$ cat config.mk
export PLATFORM = sky130hd
export DESIGN_NAME = alu_hs_flat
export DESIGN_NICKNAME = d
export VERILOG_FILES = /design/src/rtl/alu_hs_if.sv /design/src/rtl/alu_hs.sv /design/src/flat_wrapper.sv
export SDC_FILE = /design/constraint.sdc
export NUM_CORES = 1
export LEC_CHECK = 0
export CAP_MARGIN = 25
export CORE_MARGIN = 4
export CORE_UTILIZATION = 60
export DETAILED_ROUTE_END_ITERATION = 10
export PLACE_DENSITY = 0.83
export SLEW_MARGIN = 20
export SYNTH_ARGS = -nofsm -noshare
export SYNTH_HDL_FRONTEND = slang
export SYNTH_SLANG_ARGS = --single-unit
export TNS_END_PERCENT = 5
$ cat constraint.sdc
create_clock -name clk -period 7.9 [get_ports clk]
set_clock_uncertainty 0.2 [all_clocks]
set_input_delay 1.58 -clock clk [delete_from_list [all_inputs] [get_ports clk]]
set_output_delay 1.58 -clock clk [all_outputs]
set_load 0.02 [all_outputs]
$ cat src/rtl/alu_hs_if.sv
// alu_hs_if: operand/result handshake bundle for alu_hs.
// The master side is the sequencer, which drives operands and consumes results.
// The slave side is the ALU itself.
interface alu_hs_if #(
  parameter int data_width = 32
);
  logic [data_width-1:0] A;
  logic [data_width-1:0] B;
  logic [3:0]            op;
  logic                  in_valid;
  logic                  in_ready;
  logic [data_width-1:0] R;
  logic [3:0]            flags;
  logic                  out_valid;
  logic                  out_ready;

  modport master (
    output A, B, op, in_valid, out_ready,
    input  in_ready, R, flags, out_valid
  );

  modport slave (
    input  A, B, op, in_valid, out_ready,
    output in_ready, R, flags, out_valid
  );
endinterface

$ cat src/rtl/alu_hs.sv
// alu_hs: handshaked ALU with {N,Z,C,V} flags.
// Single-cycle operations finish on the accept edge.
// Variable shifts run one bit per cycle.
// Macro ALU_MUL_EN: when defined, opcode f is an iterative shift-add multiply.
// When it is undefined, opcode f returns zero and no multiplier is built.
module alu_hs #(
  parameter  int data_width = 32,
  localparam int sh_width   = $clog2(data_width)
) (
  input logic     clk,
  input logic     rst,
  alu_hs_if.slave bus
);

  localparam int msb      = data_width - 1;
  localparam int cntWidth = sh_width + 1;

  localparam logic [3:0] OP_SUB  = 4'h0;
  localparam logic [3:0] OP_ADD  = 4'h1;
  localparam logic [3:0] OP_NAND = 4'h2;
  localparam logic [3:0] OP_AND  = 4'h3;
  localparam logic [3:0] OP_OR   = 4'h4;
  localparam logic [3:0] OP_NOR  = 4'h5;
  localparam logic [3:0] OP_XOR  = 4'h6;
  localparam logic [3:0] OP_NOTA = 4'h7;
  localparam logic [3:0] OP_NOTB = 4'h8;
  localparam logic [3:0] OP_INCB = 4'h9;
  localparam logic [3:0] OP_INCA = 4'ha;
  localparam logic [3:0] OP_DECA = 4'hb;
  localparam logic [3:0] OP_DECB = 4'hc;
  localparam logic [3:0] OP_SHL  = 4'hd;
  localparam logic [3:0] OP_SHR  = 4'he;
  localparam logic [3:0] OP_MUL  = 4'hf;

  typedef enum logic [1:0] {
    IDLE,
    BUSY,
    DONE
  } state_t;

  state_t                state_q, state_d;
  logic [data_width-1:0] result_q, result_d;
  logic [3:0]            flags_q, flags_d;
  logic [data_width-1:0] work_q, work_d;
  logic                  carry_q, carry_d;
  logic [cntWidth-1:0]   count_q, count_d;
  logic [3:0]            opSel_q, opSel_d;

  logic [data_width-1:0] addX, addY;
  logic                  addSub;
  logic [data_width:0]   addFull;
  logic                  addOvf;
  logic [data_width-1:0] aluRes;
  logic                  aluC, aluV;
  logic [3:0]            aluFlags;

  logic                  startShift;
  logic [sh_width-1:0]   shAmt;
  logic                  startMul;
  logic                  mulActive;
  logic [data_width-1:0] mulLoNext;
  logic                  mulHiNonZero;

  assign startShift = (bus.op == OP_SHL) || (bus.op == OP_SHR);
  assign shAmt      = bus.B[sh_width-1:0];

  // Route the operands of every add/subtract style opcode through one shared adder.
  always_comb begin
    addX   = bus.A;
    addY   = '0;
    addSub = 1'b0;
    case (bus.op)
      OP_SUB: begin
        addY   = bus.B;
        addSub = 1'b1;
      end
      OP_ADD: begin
        addY = bus.B;
      end
      OP_INCB: begin
        addX = bus.B;
        addY = data_width'(1);
      end
      OP_INCA: begin
        addY = data_width'(1);
      end
      OP_DECA: begin
        addY   = data_width'(1);
        addSub = 1'b1;
      end
      OP_DECB: begin
        addX   = bus.B;
        addY   = data_width'(1);
        addSub = 1'b1;
      end
      default: begin
        addY = '0;
      end
    endcase
  end

  // The extra top bit is the carry for adds and the borrow for subtracts.
  assign addFull = addSub ? ({1'b0, addX} - {1'b0, addY})
                          : ({1'b0, addX} + {1'b0, addY});

  // Signed overflow occurs when the result sign disagrees with what the operand signs allow.
  assign addOvf = addSub ? ((addX[msb] != addY[msb]) && (addFull[msb] != addX[msb]))
                         : ((addX[msb] == addY[msb]) && (addFull[msb] != addX[msb]));

  // Compute the single-cycle result and its carry/overflow.
  // Shift and opcode f results come from the iterative path instead.
  always_comb begin
    aluRes = '0;
    aluC   = 1'b0;
    aluV   = 1'b0;
    case (bus.op)
      OP_SUB, OP_ADD, OP_INCB, OP_INCA, OP_DECA, OP_DECB: begin
        aluRes = addFull[msb:0];
        aluC   = addFull[data_width];
        aluV   = addOvf;
      end
      OP_NAND: aluRes = ~(bus.A & bus.B);
      OP_AND:  aluRes = bus.A & bus.B;
      OP_OR:   aluRes = bus.A | bus.B;
      OP_NOR:  aluRes = ~(bus.A | bus.B);
      OP_XOR:  aluRes = bus.A ^ bus.B;
      OP_NOTA: aluRes = ~bus.A;
      OP_NOTB: aluRes = ~bus.B;
      default: aluRes = '0;
    endcase
  end

  assign aluFlags = {aluRes[msb], (aluRes == '0), aluC, aluV};

`ifdef ALU_MUL_EN
  logic [data_width-1:0] mcand_q;
  logic [data_width-1:0] prodHi_q, prodHi_d;
  logic [data_width:0]   mulSum;
  logic                  accept;

  assign accept    = (state_q == IDLE) && bus.in_valid;
  assign startMul  = (bus.op == OP_MUL);
  assign mulActive = (opSel_q == OP_MUL);

  // The product is held as {prodHi_q, work_q}, with the multiplier in the low half.
  // Each step conditionally adds the multiplicand into the high half.
  // The whole product then shifts right by one bit.
  assign mulSum       = {1'b0, prodHi_q} + (work_q[0] ? {1'b0, mcand_q} : '0);
  assign prodHi_d     = mulSum[data_width:1];
  assign mulLoNext    = {mulSum[0], work_q[msb:1]};
  assign mulHiNonZero = |prodHi_d;

  // Hold the multiplicand and accumulate the upper half of the product while busy.
  always_ff @(posedge clk) begin
    if (rst) begin
      mcand_q  <= '0;
      prodHi_q <= '0;
    end else if (accept && startMul) begin
      mcand_q  <= bus.A;
      prodHi_q <= '0;
    end else if ((state_q == BUSY) && mulActive) begin
      prodHi_q <= prodHi_d;
    end
  end
`else
  assign startMul     = 1'b0;
  assign mulActive    = 1'b0;
  assign mulLoNext    = '0;
  assign mulHiNonZero = 1'b0;
`endif

  // Next-state logic for the accept / iterate / present-result sequence.
  // Results are captured only on the edge that enters DONE.
  always_comb begin
    state_d  = state_q;
    result_d = result_q;
    flags_d  = flags_q;
    work_d   = work_q;
    carry_d  = carry_q;
    count_d  = count_q;
    opSel_d  = opSel_q;
    case (state_q)
      IDLE: begin
        if (bus.in_valid) begin
          opSel_d = bus.op;
          work_d  = bus.A;
          carry_d = 1'b0;
          if (startShift) begin
            count_d = {1'b0, shAmt};
            if (shAmt == '0) begin
              state_d  = DONE;
              result_d = bus.A;
              flags_d  = {bus.A[msb], (bus.A == '0), 2'b00};
            end else begin
              state_d = BUSY;
            end
          end else if (startMul) begin
            work_d  = bus.B;
            count_d = cntWidth'(data_width);
            state_d = BUSY;
          end else begin
            state_d  = DONE;
            result_d = aluRes;
            flags_d  = aluFlags;
          end
        end
      end
      BUSY: begin
        count_d = count_q - cntWidth'(1);
        if (mulActive) begin
          work_d  = mulLoNext;
          carry_d = mulHiNonZero;
        end else if (opSel_q == OP_SHL) begin
          work_d  = {work_q[msb-1:0], 1'b0};
          carry_d = work_q[msb];
        end else begin
          work_d  = {1'b0, work_q[msb:1]};
          carry_d = work_q[0];
        end
        if (count_q == cntWidth'(1)) begin
          state_d  = DONE;
          result_d = work_d;
          flags_d  = {work_d[msb], (work_d == '0), carry_d, 1'b0};
        end
      end
      DONE: begin
        if (bus.out_ready) begin
          state_d = IDLE;
        end
      end
      default: begin
        state_d = IDLE;
      end
    endcase
  end

  // State and datapath registers.
  // Reset discards any in-flight work and clears the visible result.
  always_ff @(posedge clk) begin
    if (rst) begin
      state_q  <= IDLE;
      result_q <= '0;
      flags_q  <= '0;
      work_q   <= '0;
      carry_q  <= 1'b0;
      count_q  <= '0;
      opSel_q  <= '0;
    end else begin
      state_q  <= state_d;
      result_q <= result_d;
      flags_q  <= flags_d;
      work_q   <= work_d;
      carry_q  <= carry_d;
      count_q  <= count_d;
      opSel_q  <= opSel_d;
    end
  end

  assign bus.in_ready  = (state_q == IDLE);
  assign bus.out_valid = (state_q == DONE);
  assign bus.R         = result_q;
  assign bus.flags     = flags_q;

endmodule

$ cat src/flat_wrapper.sv
// flat-port wrapper written by rule: the top's interface ports become plain ports
module alu_hs_flat 
#(
  parameter  int data_width = 32,
  localparam int sh_width   = $clog2(data_width)
)
  (clk, rst, bus_A, bus_B, bus_op, bus_in_valid, bus_out_ready, bus_in_ready, bus_R, bus_flags, bus_out_valid);
  alu_hs_if #(.data_width(data_width)) bus_i ();
  input logic clk;
  input logic rst;
  input wire logic [$bits(bus_i.A)-1:0] bus_A;
  input wire logic [$bits(bus_i.B)-1:0] bus_B;
  input wire logic [$bits(bus_i.op)-1:0] bus_op;
  input wire logic [$bits(bus_i.in_valid)-1:0] bus_in_valid;
  input wire logic [$bits(bus_i.out_ready)-1:0] bus_out_ready;
  output wire logic [$bits(bus_i.in_ready)-1:0] bus_in_ready;
  output wire logic [$bits(bus_i.R)-1:0] bus_R;
  output wire logic [$bits(bus_i.flags)-1:0] bus_flags;
  output wire logic [$bits(bus_i.out_valid)-1:0] bus_out_valid;
  assign bus_i.A = bus_A;
  assign bus_i.B = bus_B;
  assign bus_i.op = bus_op;
  assign bus_i.in_valid = bus_in_valid;
  assign bus_i.out_ready = bus_out_ready;
  assign bus_in_ready = bus_i.in_ready;
  assign bus_R = bus_i.R;
  assign bus_flags = bus_i.flags;
  assign bus_out_valid = bus_i.out_valid;
  alu_hs #(.data_width(data_width)) u_core (.clk(clk), .rst(rst), .bus(bus_i));
endmodule
### Yosys cells after proc, flatten, opt, wreduce, memory -nomap -nowiden

Cells that the tools add are included.

| word-level totals | value |
|---|---|
| flip-flop bits (word level) | 80 |
| input port bits | 72 |
| output and inout bits | 38 |
| word-level logic and storage cells | 94 |

| cells by class | value |
|---|---|
| add/sub/neg operators | 3 |
| eq/ne operators | 26 |
| mux-type cells | 32 |
| bitwise gates (word level) | 7 |
| reductions and logical operators | 20 |

Operators with widths:

| operator | number |
|---|---|
| $mux W32 | 8 |
| $pmux W32 S8 | 1 |
| $pmux W32 S2 | 3 |
| $not A32 Y32 | 4 |
| $logic_not A32 Y1 | 3 |
| $add A32 B32 Y33 | 1 |
| $mux W33 | 1 |
| $sub A32 B32 Y33 | 1 |
| $and A32 B32 Y32 | 1 |
| $eq A4 B4 Y1 const B | 8 |
| $or A32 B32 Y32 | 1 |
| $xor A32 B32 Y32 | 1 |
| $eq A4 B3 Y1 const B | 4 |
| $mux W4 | 4 |
| $mux W6 | 2 |
| $pmux W6 S2 | 1 |
| $mux W2 | 5 |
| $eq A4 B2 Y1 const B | 2 |
| $pmux W4 S2 | 1 |
| $eq A6 B1 Y1 const B | 1 |
| $pmux W2 S3 | 1 |
| $reduce_and A3 Y1 | 2 |
| $reduce_or A6 Y1 | 1 |
| $sub A6 B1 Y6 const B | 1 |
| other kinds (20) | 30 |

### Longest topological paths before layout

| logic depth | value |
|---|---|
| depth in word-level cells | 12 |
| depth in mapped cells | 27 |
| gate-level depth less buffers | 22 |

### Worst setup path after synthesis

No wires, ideal clock.

| timing | value |
|---|---|
| kind | in2reg |
| from | input port bus_op[2] |
| to | register u_core.flags_q[2] (netlist: u_core.bus.flags[2]) |
| setup time | 0.096 ns |
| data arrival time | 6.634 ns |
| data required time | 7.604 ns |
| setup slack | 0.971 ns |
| stages | 24 |
| path through | buf_2 -> buf_4 -> buf_4 -> nor3_1 -> clkbuf_1 -> buf_1 -> nand2_1 -> ha_1 -> clkbuf_1 -> o21ai_1 -> or2_2 -> nand2_1 -> xnor2_1 -> ha_1 -> clkbuf_1 -> nand4_1 -> a211oi_1 -> nand2_1 -> a311oi_1 -> mux2i_1 -> o311ai_0 -> a2111oi_0 -> nand4_1 -> o41ai_2 |

| on the way | value |
|---|---|
| cells in the longest elaborated chain, start to end | 10 |

Ends and longest elaborated chain:

| what | RTL line | text |
|---|---|---|
| start, declared | flat_wrapper.sv:13 | `input wire logic [$bits(bus_i.op)-1:0] bus_op;` |
| $eq A4 B4 Y1, or another cell as far along | alu_hs.sv:72, alu_hs.sv:116 |  |
| $reduce_or A4 Y1 (no line) / $reduce_or A2 Y1 (equally long branches) | -- |  |
| $pmux W32 S2 / $mux W32 (equally long branches) | alu_hs.sv:72 | `case (bus.op)` |
| $add A32 B32 Y33 / $sub A32 B32 Y33 (equally long branches) | alu_hs.sv:104, alu_hs.sv:103 |  |
| $mux W33 | alu_hs.sv:103 | `assign addFull = addSub ? ({1'b0, addX} - {1'b0, addY})` |
| $pmux W32 S8 | alu_hs.sv:116 | `case (bus.op)` |
| $logic_not A32 Y1 | alu_hs.sv:133 | `assign aluFlags = {aluRes[msb], (aluRes == '0), aluC, aluV};` |
| $mux W4 | alu_hs.sv:188 | `if (startShift) begin` |
| $mux W4 | alu_hs.sv:184 | `if (bus.in_valid) begin` |
| $pmux W4 S2 | alu_hs.sv:182 | `case (state_q)` |
| end signal, assigned | alu_hs.sv:251 | `flags_q <= flags_d;` |
| end, declared | alu_hs.sv:43 | `logic [3:0] flags_q, flags_d;` |

Parallel ways exist; a longest one is shown, timed or not. The select of a mux whose other input is x is not followed.
A chain may end at the register's enable or synchronous reset.

### Worst setup path in the final report

| timing | value |
|---|---|
| from | input port bus_B[16] |
| to | register u_core.flags_q[3] (netlist: u_core.bus.flags[3]) |

| on the way | value |
|---|---|
| cells in the longest elaborated chain, start to end | 7 |

Ends and longest elaborated chain:

| what | RTL line | text |
|---|---|---|
| start, declared | flat_wrapper.sv:12 | `input wire logic [$bits(bus_i.B)-1:0] bus_B;` |
| $pmux W32 S2 / $mux W32 (equally long branches) | alu_hs.sv:72 |  |
| $add A32 B32 Y33 / $sub A32 B32 Y33 (equally long branches) | alu_hs.sv:104, alu_hs.sv:103 |  |
| $mux W33 (*) | alu_hs.sv:103 |  |
| $pmux W32 S8 (*) | alu_hs.sv:116 |  |
| $mux W4 (*) | alu_hs.sv:188 |  |
| $mux W4 (*) | alu_hs.sv:184 |  |
| $pmux W4 S2 (*) | alu_hs.sv:182 |  |

Mark *: on every way between the ends. The rest lies on a longest branch, timed or not. The select of a mux whose other input is x is not followed.

==> summary.txt <==
Detailed routing
  • DRC errors left: 0
  • Post-route ant nets: 0
  • Vias: about 14000
  • TritonRoute pass-1 iters: 7
  • Via density per instance: 7.32
  • Routed Wire Length: approximately 47000 microns
  • Initial DRC count: roughly 2600
  • WL per Instance: ~25 microns

STA
  • Final setup TNS: 0 ps
  • Unrepaired setup endpoints after global routing: false
  • WHS: about 250 ps
  • Actual slew at the worst max-slew pin: between 1000 and 1500 ps
  • Final setup viols: 0
  • Final Critical Period: ~7000 ps
  • Pins Over Slew Limit: 0
  • Relative slew margins: 0.269
  • Period utilisation layout: 0.902
  • F_max: ~140 MHz
  • Final hold vios: 0

Logic synthesis
  • Mapped cell area: between 10000 and 15000 sq um
  • YS warnings: 0
  • Mapped Avg Cell Area: ~7 sq um
  • Syn Inst Count: between 1500 and 2000
  • EDFF count, synth: 0
  • Async S/R FF share, synth: 0
  • Seq/Total Area, Yosys: 0.145
  • Post-synth top flop: dfxtp_1
  • Post-synth top area share: 0.145
  • Synth unique cells: between 90 and 100
  • Synthesized flop and latch total: roughly 80
  • Top post-synthesis cells by area: dfxtp_1 (15%), ha_1 (11%), a21oi_1 (7.6%)
  • Synth area leader: dfxtp_1
  • Syn_nets: between 1500 and 2000

Global routing
  • GRT Resource Usage Total: 0.444
  • Largest net degree at the start of global routing: 76
  • Initial antenna violation count: 0
  • Global-route wire length before repair: between 70000 and 80000 microns
  • Vias in the first global route: around 13000
  • Grt total ovfl: 0

Clock tree
  • Total CTS buffers: 9
  • Clock tree sinks: 79
  • Htree depth: 3
  • Clock Path Buffers: 2
  • Postcts setup bufs: 0
  • CTS tree: done
  • Cts hold-fix bufs: 0
  • CTS resizes: 0
  • Clock slew at reported path FFs: around 60 ps
  • Worst-Skew Late Latency: between 300 and 400 ps
  • CTS Root Cell: clkbuf_16

Final layout
  • Multi-input logic area: roughly 8500 sq um
  • Share of layout cells above drive strength 1: 0.0595
  • Number of nets in the layout: between 1500 and 2000
  • Final Instance Area: ~12000 sq um
  • N_diodes: 0
  • # fillers: around 1500
  • Layout overhead on the synthesized area: 14.2%
  • Storage cell area: about 1600 sq um

Hold path
  • Path type of the worst min-delay path: reg2reg

Critical path
  • Critical Path Slowest Stage Cell: clkdlybuf4s50_1
  • Worst EP arrival: 7200 ps
  • Setup Crit Path Kind: in2reg
  • Worst Setup End Kind: flop
  • Crit. Startpoint: bus_B[16]
  • Critical Path Max Stage Delay: around 640 ps
  • Crit-path cells: clkdlybuf4s50_1 -> or3_4 -> or3_4 -> or4_4 -> a211oi_4 -> nand4_1 -> a311o_1 -> ha_1 -> nand4_1 -> or4b_1 -> a211oi_1 -> nor2_1 -> and3_1 -> o31a_1 -> a221o_1 -> a21oi_1
  • Worst Setup EP: u_core.bus.flags[3]
  • Reg2Reg Capture Point: u_core.bus.flags[2]
  • Worst Path Max Fanout: 10
  • Reg-to-Reg Start: u_core.count_q[2]
  • Critical Path Source Type: input port
  • Req. time, crit path: about 8000 ps
  • Flop2flop setup slack: 4580 ps
  • Register-to-Register Path Depth: 10

Floorplan
  • Die area: 20300 sq um
  • Die width: approximately 140 microns
  • Core box area: approximately 18000 sq um
  • Io pins: 110
  • Die height: roughly 140 microns
  • Site row count: 48
  • Starting Density: 0.620

Run status
  • Status: finished clean

Place
  • Routability congestion estimate: about 1.1
  • Placed Area: between 10000 and 15000 sq um
  • Port bufs: roughly 110
  • Post-DP HPWL: ~35000 microns

Power
  • Clock network power share: 0.231
  • Pint: between 1 and 1.5 mW
  • Pwr dens: 159 nW/um^2
  • Lkg Pwr: roughly 5.0 nW
  • Flop pwr share: 0.233
  • Logic pwr share: 0.536
  • Sw frac: 0.447
  • Net switching power: between 0.8 and 0.9 mW
  • Worst vdd ir: 0.139 mV

Run
  • Max Cap Viol: 0
-- cell usage after synthesis, types with 5 or more instances --
master / instances
o31a_1: 5
o31ai_1: 7
xor2_1: 9
a221oi_1: 13
xnor2_1: 15
and3_1: 7
o211ai_1: 40
nand2b_1: 32
nand4b_1: 8
mux2i_1: 50
nand4_1: 28
nor3_1: 32
a221o_1: 6
a211o_1: 10
o311ai_0: 5
nand3_1: 33
a22oi_1: 16
o21ai_0: 103
o22ai_1: 28
ha_1: 99
a311oi_1: 8
and2_1: 6
o221ai_1: 13
a211oi_1: 28
dfxtp_1: 79
buf_1: 14
buf_2: 19
nor2_1: 154
inv_1: 86
mux2_2: 5
nand2_1: 185
a31oi_1: 20
or2_2: 5
a21o_1: 14
nor2b_1: 19
or4_1: 5
or3_1: 6
o21ai_1: 5
o21a_1: 10
nor4_1: 26
o2111ai_1: 6
clkbuf_1: 78
a21oi_1: 165
-- worst min-delay path by stage --
stage | startpoint | to | slack [ps] | cells after the start
after floorplan | u_core.work_q[14] | u_core.work_q[14] | 240 | 2
after global placement | u_core.bus.R[28] | u_core.bus.R[28] | 240 | 2
after detailed placement | u_core.bus.R[8] | u_core.bus.R[8] | 250 | 2
after CTS | u_core.bus.R[8] | u_core.bus.R[8] | 260 | 2
after global routing | u_core.bus.R[23] | u_core.bus.R[23] | 290 | 2
final | u_core.bus.R[8] | u_core.bus.R[8] | 250 | 2
-- worst max-delay path, delay by kind of cell --
family | cells | cell delay, ps
AND/OR/NAND/NOR | 8 | 2620
buffers and inverters | 1 | 640
AO/OA/AOI/OAI | 6 | 1860
adder cells (fa/ha/maj) | 1 | 460
-- metrics by stage --
| step | std cells | setup slack [ps] | util | power, mW |
|---|---|---|---|---|
| 2_1_floorplan | 1595 | 971 | - | 1.10 |
| 3_3_place_gp | 1857 | 605 | 0.689 | 1.46 |
| 3_5_place_dp | 1857 | 558 | 0.689 | 1.47 |
| 4_1_cts | 1873 | 907 | 0.708 | 1.93 |
| 5_1_grt | 1873 | 636 | 0.708 | 2.05 |
| 6_report | 1873 | 773 | 0.708 | 1.97 |
-- power groups by stage --
stage          logic (mW)  clock network, mW  registers, mW
2_1_floorplan       0.619                  0          0.482
3_3_place_gp        0.995                  0          0.465
3_5_place_dp         1.01                  0          0.467
4_1_cts              1.01              0.454          0.459
5_1_grt              1.12              0.471          0.463
6_report             1.06              0.456          0.461
-- sequential cells by signal, summed over array words and instances, names as in the netlist --
name,cells
u_core.bus.flags,4
u_core.state_q,2
u_core.count_q,6
u_core.bus.R,31
u_core.work_q,32
u_core.opSel_q,4
-- layout make-up --
type / instances / area share
inverter: 88 / 0.0266
clock inverter: 6 / 0.00746
tap: 225 / 0.0227
timing repair buffer: 155 / 0.115
multi-input combinational: 1310 / 0.683
clock buffer: 10 / 0.0184
sequential: 79 / 0.127
-- kinds of logic after synthesis --
kind of cell,share of synthesized area
fa+ha+maj,0.116
xor+xnor,0.0193
buf+inv,0.0771
flops,0.145
mux,0.0512
compound gates,0.340
simple gates,0.251
-- routing by layer --
| layer | track usage | vias to the layer above | share of wire |
|---|---|---|---|
| met5 | 0 | - | 0 |
| met4 | 0.261 | 0 | 0.084 |
| met3 | 0.103 | 312 | 0.14 |
| met2 | 0.677 | 1225 | 0.42 |
| met1 | 0.571 | 6152 | 0.36 |
| li1 | - | 6014 | - |
-- cells in the final DEF, fill, tap and decap left out, types with 13 or more instances in the layout --
cell type	synthesis	routed
nor4_1	26	26
o211ai_1	40	40
a21oi_1	165	164
dfxtp_1	79	79
o221ai_1	13	13
nor3_1	32	31
a31oi_1	20	20
nand2b_1	32	32
nand4_1	28	28
nor2_1	154	153
a22oi_1	16	16
nand3_1	33	33
o22ai_1	28	28
a221oi_1	13	13
o21ai_0	103	103
a21o_1	14	14
buf_4	3	46
inv_1	86	86
ha_1	99	99
clkdlybuf4s50_1	0	106
nor2b_1	19	17
mux2i_1	50	50
nand2_1	185	185
xnor2_1	15	15
a211oi_1	28	28
Power figures use the tool's default switching activity.
